## config.mk

```make
export PLATFORM = sky130hd
export DESIGN_NAME = m0_assembler
export DESIGN_NICKNAME = d
export VERILOG_FILES = /design/src/rtl/m0_assembler.sv
export SDC_FILE = /design/constraint.sdc
export NUM_CORES = 1
export LEC_CHECK = 0
export CAP_MARGIN = 20
export CORE_ASPECT_RATIO = 0.5
export CORE_MARGIN = 4
export CORE_UTILIZATION = 54
export DETAILED_ROUTE_END_ITERATION = 6
export GPL_ROUTABILITY_DRIVEN = 0
export GPL_TIMING_DRIVEN = 0
export HOLD_SLACK_MARGIN = 0.1
export PLACE_DENSITY_LB_ADDON = 0.2
export SETUP_SLACK_MARGIN = 0.5
export SLEW_MARGIN = 0
export SYNTH_ARGS = -nofsm -noshare
export SYNTH_HDL_FRONTEND = slang
export SYNTH_SLANG_ARGS = --single-unit
```

## constraint.sdc

```tcl
create_clock -name clk -period 2.4 [get_ports clk]
set_clock_uncertainty 0.1 [all_clocks]
set_input_delay 0.72 -clock clk [delete_from_list [all_inputs] [get_ports clk]]
set_output_delay 0.72 -clock clk [all_outputs]
set_load 0.02 [all_outputs]
```

## src/rtl/m0_assembler.sv

```systemverilog
// Beat-to-vector assembler feeding layer input M0: collects BEATS narrow beats
// (first beat at the LSBs) into one IN_WIDTH vector behind a one-deep output register.
module m0_assembler #(
  parameter int IN_WIDTH   = 25,
  parameter int BEAT_WIDTH = 5
) (
  input  logic                  clk,
  input  logic                  rst_n,
  input  logic                  s_valid,
  output logic                  s_ready,
  input  logic [BEAT_WIDTH-1:0] s_data,
  input  logic                  s_last,
  output logic                  m_valid,
  input  logic                  m_ready,
  output logic [IN_WIDTH-1:0]   m_data,
  output logic                  err,
  output logic [7:0]            err_count
);

  localparam int BEATS = IN_WIDTH / BEAT_WIDTH;
  localparam int CNT_W = (BEATS > 1) ? $clog2(BEATS) : 1;
  localparam logic [CNT_W-1:0] LAST_CNT = CNT_W'(BEATS - 1);

  typedef enum logic {FILL, HOLD} state_t;

  state_t                state_q, state_d;
  logic [CNT_W-1:0]      cnt_q, cnt_d;
  logic [IN_WIDTH-1:0]   asm_q, asm_d;
  logic [IN_WIDTH-1:0]   out_q, out_d;
  logic                  mvalid_q, mvalid_d;
  logic                  err_q, err_d;
  logic [7:0]            errcnt_q, errcnt_d;
  logic                  is_last;

  assign is_last = (cnt_q == LAST_CNT);

  // A beat whose s_last disagrees with the counter position is a framing error;
  // a good final beat either goes straight to the output register or parks in HOLD.
  always_comb begin
    state_d  = state_q;
    cnt_d    = cnt_q;
    asm_d    = asm_q;
    out_d    = out_q;
    mvalid_d = mvalid_q;
    err_d    = 1'b0;
    errcnt_d = errcnt_q;

    if (mvalid_q && m_ready) begin
      mvalid_d = 1'b0;
    end

    if (state_q == HOLD) begin
      if (m_ready) begin
        out_d    = asm_q;
        mvalid_d = 1'b1;
        state_d  = FILL;
      end
    end else if (s_valid) begin
      for (int k = 0; k < BEATS; k++) begin
        if (cnt_q == CNT_W'(k)) begin
          asm_d[k*BEAT_WIDTH +: BEAT_WIDTH] = s_data;
        end
      end
      if (s_last != is_last) begin
        cnt_d = '0;
        asm_d = '0;
        err_d = 1'b1;
        if (errcnt_q != 8'hFF) begin
          errcnt_d = errcnt_q + 8'd1;
        end
      end else if (is_last) begin
        cnt_d = '0;
        if (!mvalid_q || m_ready) begin
          out_d    = asm_d;
          mvalid_d = 1'b1;
        end else begin
          state_d = HOLD;
        end
      end else begin
        cnt_d = cnt_q + 1'b1;
      end
    end
  end

  always_ff @(posedge clk or negedge rst_n) begin
    if (!rst_n) begin
      state_q  <= FILL;
      cnt_q    <= '0;
      asm_q    <= '0;
      out_q    <= '0;
      mvalid_q <= 1'b0;
      err_q    <= 1'b0;
      errcnt_q <= 8'd0;
    end else begin
      state_q  <= state_d;
      cnt_q    <= cnt_d;
      asm_q    <= asm_d;
      out_q    <= out_d;
      mvalid_q <= mvalid_d;
      err_q    <= err_d;
      errcnt_q <= errcnt_d;
    end
  end

  // Gated by rst_n so no beat is offered while reset is held, yet ready is
  // up immediately once it releases.
  assign s_ready   = rst_n && (state_q == FILL);
  assign m_valid   = mvalid_q;
  assign m_data    = out_q;
  assign err       = err_q;
  assign err_count = errcnt_q;

endmodule

```

== Word level (Yosys, flattened, before mapping) ==
Index checks and enable logic that the tools add are counted.
Widths: inputs -> output; s select.
Cells by class
  add/subtract/negate cells: 2
  equal/unequal tests: 8
  muxes and demuxes: 30
  bitwise logic cells: 1
  reduce and logical (&&, ||, !) cells: 11
Operators by type and width (count)
  $mux 25: 7
  $mux 5: 5
  $mux 1: 16
  $add 8x1->8 const B: 1
  $ne 8x8->1 const B: 1
  $eq 3x2->1 const B: 2
  $mux 3: 2
  $reduce_bool 2->1: 3
  $reduce_and 5->1: 1
  $ne 2x2->1 const B: 2
  $reduce_and 4->1: 1
  $add 3x1->3 const B: 1
  $eq 3x1->1 const B: 1
  $eq 3x3->1 const B: 1
  $logic_not 3->1: 1
  $logic_and 1x1->1: 2
  $reduce_and 2->1: 1
  $logic_not 1->1: 1
  $logic_or 1x1->1: 1
  $ne 1x1->1: 1
  $not 1->1: 1
Storage, ports and cells
  bits in registers: 64
  output and inout port bits: 36
  logic and storage cells: 59

== Depth between registers and ports, before layout ==
Gate-level depths: netlist of the first run.
  word-level depth: 7
  depth in mapped cells: 8

== Least setup slack after synthesis of the first run ==
OpenSTA, ideal clock, no wires.
  kind: input to register
  from: in s_last
  to: reg errcnt_q[6], in the netlist err_count[6]
  library setup time: 0.128 ns
  arrival time: 1.700 ns
  slack: 0.473 ns
  stages on the path: 4
  cell sequence: buf_2 -> xor2_4 -> nor4_2 -> mux2_1
On the way
  longest elaborated chain between the ends: 2
RTL lines
  start, declared: line 12  | input logic s_last,
  $ne 1x1->1: line 64  | if (s_last != is_last) begin
  $reduce_and 4->1 (no source line)
  end signal, assigned: line 101  | errcnt_q <= errcnt_d;
  end, declared: line 32  | logic [7:0] errcnt_q, errcnt_d;
Every way passes these cells.
A chain may end at the register's enable or synchronous reset.

== Worst setup path after layout of the first run ==
  from: in rst_n
  to: out s_ready
On the way
  longest elaborated chain between the ends: 1
RTL lines
  start, declared: line 8  | input logic rst_n,
  $logic_and 1x1->1: line 107  | assign s_ready = rst_n && (state_q == FILL);
  end, declared: line 10  | output logic s_ready,
Every way passes these cells.

==> flow_summary_export.csv, run 1 <==
group,metric,value,unit
cells_and_area,finalNetCount,357,
floorplan,coreArea,5520,um^2
clocking,clkTransAtPathRegs,0.06,ns
timing,relSlewSlack,57.0,%
synth,syn_inst,274,
synth,synth_nets,290,
place,portBuffers,39,
floorplan,fp.dieW,115,um
clocking,clkSinkCount,64,
synth,syn_area_per_cell,11.3,um^2
synth,syn_area,3090,um^2
timing,layout_setup_ws,0.378,ns
cells_and_area,layout_common_cells,"dfrtp_1 (62), nand2_1 (37), o21ai_0 (30), dlygate4sd2_1 (27), mux2i_1 (26)",
grt,grt_pass1_vias,2383,
floorplan,ios,46,
cells_and_area,stdcell_area,4150,um^2
clocking,worstSkewPairLatency,0.33,ns
detailed_routing,drt-total-wl,7530,um
synth,synth.distinct_cells,41,
synth,synth_edf_count,0,
floorplan,rows,19,
timing,slew_viol_final,0,
critical_path,cp-start-kind,"primary input",
detailed_routing,met1_length,3340,um
critical_path,cp_data_arrival_time,1.20,ns
cells_and_area,layout-drive-gt1-share,23.4,%
detailed_routing,wl_met2,3550,um
floorplan,start_util,56.0,%
place,post-place-ws,-0.939,ns
timing,tightest_slew,0.639,ns
detailed_routing,first_pass_iters,4,
timing,setup_viol,0,
place,placed_area,3620,um^2
cells_and_area,areaGrowthSynthToFinish,34.5,%
cells_and_area,final_common_cell,"dfrtp_1",
power,ir_worst_vdd,873,uV
grt,antenna_found_initial,0,
cells_and_area,diodes,0,
power,total_power,0.00385,W
critical_path,critPathRequiredTime,1.58,ns
grt,grt_pass1_wl,12200,um
synth,ys_seq_area_share,51.9,%
detailed_routing,drt_iter0_drc,163,
floorplan,die_h,61.5,um
synth,synth_ff_type,"dfrtp_1",
place,place_inst,387,
critical_path,crit_path_end_kind,"primary output",
timing,final.min_clock_period,2.02,ns
timing,hold_slack,0.223,ns
grt,grt_max_degree,21,
clocking,htree_levels,3,
timing,post-route-period-util,84.2,%
detailed_routing,ant_nets,0,
timing,hold_violations,0,
min_path,hold_path.class,"in2async",
detailed_routing,top_layer_used,"met4",
floorplan,die_area,7070,um^2
synth,synth_async_sr_flop_share,100,%
cells_and_area,fill_cells,362,
detailed_routing,viasPerCell,5.73,
power,powerDensity,926,nW/um^2
critical_path,cp_max_fo,4,
clocking,cts_tree,"done",
clocking,cts_buffer_depth,2,
cells_and_area,finalNonFillerCells,419,
place,hpwlAfterDp,4990,um
power,p_leak,2.04,nW
critical_path,path_class,"in2out",
detailed_routing,dr_wl_met3,565,um
outcome,status,"completed",
timing,rsz0062_at_grt,"true",
timing,max_freq,495,MHz
clocking,clockRootBuffer,"clkbuf_16",
clocking,numCtsBuffers,9,
detailed_routing,wire_per_inst,18.0,um
detailed_routing,drc,0,
detailed_routing,num_vias,2400,
grt,grt_overflow,0,
job,drv_cap,0,
grt,grt.total_usage,23.2,%
synth,ys_warn_count,0,
synth,ys_seq_elements,64,
-- final cells by class --
class	count	area, um^2	share of cell area (%)
Sequential cell	64	1600	38.6
Multi-Input combinational cell	188	1410	34.0
Timing Repair Buffer	56	552	13.3
Clock buffer	10	239	5.75
Buffer	19	128	3.07
Clock inverter	6	116	2.80
Tap cell	73	91.3	2.20
Inverter	3	11.3	0.271
-- Yosys cell counts, types with 4 or more instances --
library cell	number	area share, %
mux2i_1	26	8.4
clkbuf_1	5	0.61
o21ai_0	31	5.0
dfrtp_1	64	52
nand2_1	37	4.5
a22o_1	20	5.7
nor2b_1	7	1.4
clkbuf_2	4	0.65
buf_2	6	0.97
o21ai_1	4	0.65
nor4_2	4	1.6
ha_1	6	2.4
nor2_1	7	0.85
xor2_1	4	1.1
a21oi_1	7	1.1
-- metal layers --
layer	GRT usage, %	vias to the layer above
met1	29.6	1189
met5	0	-
met3	8.73	11
met4	6.35	0
met2	38.2	86
li1	-	1114
-- metrics by stage --
step	setup TNS, ns	util [%]
after floorplan	0	-
after global placement	-94.32	65.2
after detailed placement	-2.27	65.6
after CTS	0	74.3
after global routing	0	75.3
final	0	75.3
-- repair_timing --
item                                   4_1_cts  5_1_grt
buffers inserted                             5        7
resized for setup                           61       19
hold buffers                                 2        0
pin swaps                                    3        3
setup endpoints to repair                   91       34
gates cloned                                 2        0
endpoints found under the hold margin        9        0
-- worst max-delay path: stages --
cell	delay, ns
buf_16	0.11
buf_16	0.12
nor2b_4	0.12
buf_6	0.12
-- worst paths after layout --
| kind | startpoint | to | slack (ns) | cells after the start |
|---|---|---|---|---|
| hold / removal | rst_n | m_data[21]$_DFFE_PN0P_ | 0.22 | 1 |
| max in group asynchronous | rst_n | asm_q[3]$_DFFE_PN0P_ | 0.97 | 2 |
| hold reg to reg | m_data[18]$_DFFE_PN0P_ | m_data[18]$_DFFE_PN0P_ | 0.37 | 2 |
| setup reg to reg | cnt_q[0]$_DFFE_PN0P_ | asm_q[8]$_DFFE_PN0P_ | 0.55 | 8 |
| setup / recovery | rst_n | s_ready | 0.38 | 4 |
| min in group clk | m_data[18]$_DFFE_PN0P_ | m_data[18]$_DFFE_PN0P_ | 0.37 | 2 |
-- where the power goes --
group	internal [W]	switching, W	leakage (nW)
clock network	0.00105	0.000475	0.173
registers	0.00125	0.000140	0.866
logic	0.000407	0.000526	0.997
total	0.00270	0.00114	2.04
-- kinds of logic after synthesis --
kind of cell / synth area share (%)
muxes: 9.52
xor gates and xnor gates: 2.59
and+or+nand+nor: 15.8
AOI/OAI and AO/OA: 13.8
DFF: 51.9
adders and majority gates: 2.43
buffers and inverters: 3.93
-- sequential cells by signal, indices dropped and copies added (netlist names) --
| name | cells |
|---|---|
| m_data | 25 |
| state_q | 1 |
| cnt_q | 3 |
| m_valid | 1 |
| asm_q | 25 |
| err_count | 8 |
| err | 1 |
No activity file was read; power rests on OpenSTA's default activity.
==> inputs of run 2 (changes only) <==
- CORE_UTILIZATION: 54 -> 49
- clock period: 2.4 -> 1.71 ns (I/O delays scaled with it)
==> run 2 against run 1 <==
Net effect:
- cell count up 13%
- first-iteration DRC count up 45%
- clock power up 12%
- largest cell class is now multi-input gates
- register-to-register slack worse by 0.65 ns
- critical endpoint is now asm_q[15]$_DFFE_PN0P_
- final area increased by 17%
- critical path depth is 4 higher
- hold slack got worse by 0.31 ns
- clock-buffer cell count down 1
- sequential share of layout area decreased by 5.7 points
- utilization rose by 4.8 points
- global-route usage grew 0.092 points
- the run now ends with negative hold slack, negative setup slack left
==> flow_summary_export.csv, run 2 (synthesis results as in run 1) <==
group,metric,value,unit
timing,hold_slack,-0.0823,ns
grt,grt_max_degree,40,
cells_and_area,finalNonFillerCells,475,
floorplan,start_util,50.8,%
place,portBuffers,39,
cells_and_area,final_common_cell,"dfrtp_1",
timing,max_freq,552,MHz
critical_path,cp_max_fo,7,
cells_and_area,diodes,0,
grt,grt.total_usage,23.3,%
critical_path,cp_data_arrival_time,1.99,ns
cells_and_area,layout_common_cells,"dfrtp_1 (62), buf_6 (55), buf_4 (42), nand2_1 (34), o21ai_1 (31)",
clocking,htree_levels,3,
critical_path,path_class,"reg2reg",
detailed_routing,ant_nets,0,
clocking,cts_tree,"done",
detailed_routing,wire_per_inst,18.9,um
place,place_inst,402,
min_path,hold_path.class,"in2async",
timing,final.min_clock_period,1.81,ns
detailed_routing,viasPerCell,5.48,
timing,hold_violations,37,
clocking,clockRootBuffer,"clkbuf_16",
timing,rsz0062_at_grt,"true",
detailed_routing,num_vias,2605,
clocking,clkSinkCount,64,
power,p_leak,2.22,nW
outcome,violations,"negative hold slack, negative setup slack",
clocking,clkTransAtPathRegs,0.06,ns
detailed_routing,drt-total-wl,8960,um
place,post-place-ws,-1.05,ns
outcome,status,"finished, violations left",
floorplan,die_area,7710,um^2
grt,grt_overflow,0,
timing,post-route-period-util,106,%
floorplan,fp.dieW,120,um
detailed_routing,first_pass_iters,4,
timing,setup_viol,25,
clocking,worstSkewPairLatency,0.34,ns
floorplan,coreArea,6080,um^2
clocking,numCtsBuffers,9,
timing,fin_tns_setup,-1.45,ns
critical_path,crit_path_end_kind,"flop",
place,placed_area,3690,um^2
job,drv_cap,0,
floorplan,rows,20,
detailed_routing,drt_iter0_drc,237,
grt,grt_pass1_vias,2745,
power,ir_worst_vdd,847,uV
cells_and_area,areaGrowthSynthToFinish,57.7,%
grt,grt_pass1_wl,13700,um
timing,relSlewSlack,50.6,%
grt,antenna_found_initial,0,
clocking,cts_buffer_depth,2,
detailed_routing,drc,0,
critical_path,critPathRequiredTime,1.89,ns
timing,slew_viol_final,0,
floorplan,ios,46,
timing,layout_setup_ws,-0.102,ns
cells_and_area,stdcell_area,4870,um^2
place,hpwlAfterDp,4990,um
power,powerDensity,1170,nW/um^2
critical_path,cp-start-kind,"flop",
floorplan,die_h,64.1,um
cells_and_area,finalNetCount,398,
timing,tightest_slew,0.741,ns
cells_and_area,layout-drive-gt1-share,49.6,%
run 2: worst max-delay path, cell delays in order, from the launching register on:
cell	delay, ns
dfrtp_1	0.40
inv_2	0.09
ha_4	0.14
buf_8	0.11
nand2_8	0.06
xor2_4	0.33
buf_6	0.16
and3_4	0.21
a22o_1	0.15
run 2: layer usage:
layer / global-route usage (%) / part of all wire (%) / up-vias
met2: 39.1 / 50 / 77
met3: 7.96 / 5.5 / 14
met1: 28.2 / 43 / 1322
met4: 8.76 / 1.4 / 0
met5: 0 / 0 / -
li1: - / - / 1192
run 2: what timing repair did:
action / CTS / global route
pin swaps: 17 / 24
buffers inserted: 38 / 18
setup endpoints to repair: 100 / 100
gates resized for setup: 282 / 49
gates cloned: 1 / 0
endpoints found under the hold margin: 37 / 37
run 2: through the flow:
step / power, W / utilization, %
6_report: 0.00569 / 80.1
5_1_grt: 0.00592 / 80.1
4_1_cts: 0.00543 / 75.1
3_5_place_dp: 0.00329 / 60.7
3_3_place_gp: 0.00323 / 60.5
2_1_floorplan: 0.00273 / -
run 2: layout make-up:
| cell class | instances | area, um^2 |
|---|---|---|
| plain buffers | 19 | 191 |
| repair buffers | 97 | 968 |
| well taps | 88 | 110 |
| clock buffers | 9 | 225 |
| multi-input cells | 188 | 1700 |
| clock inverters | 7 | 55.1 |
| flip-flops and latches | 64 | 1600 |
| inverters | 3 | 11.3 |
| fillers | 345 | 1210 |
run 2: path summary, 6_finish.rpt:
path,start,end,slack (ns),depth (start not counted)
setup / recovery,cnt_q[0]$_DFFE_PN0P_,asm_q[15]$_DFFE_PN0P_,-0.10,8
hold / removal,rst_n,m_data[17]$_DFFE_PN0P_,-0.08,1
setup reg to reg,cnt_q[0]$_DFFE_PN0P_,asm_q[15]$_DFFE_PN0P_,-0.10,8
hold reg to reg,asm_q[6]$_DFFE_PN0P_,asm_q[6]$_DFFE_PN0P_,0.40,1
max in group asynchronous,rst_n,asm_q[5]$_DFFE_PN0P_,1.19,2
min in group clk,asm_q[6]$_DFFE_PN0P_,asm_q[6]$_DFFE_PN0P_,0.40,1
run 2: report_power, final:
| part | switching (W) | leakage (nW) | internal (W) |
|---|---|---|---|
| Clock | 0.000715 | 0.133 | 0.000993 |
| Combinational | 0.000950 | 1.22 | 0.00104 |
| Sequential | 0.000231 | 0.866 | 0.00176 |
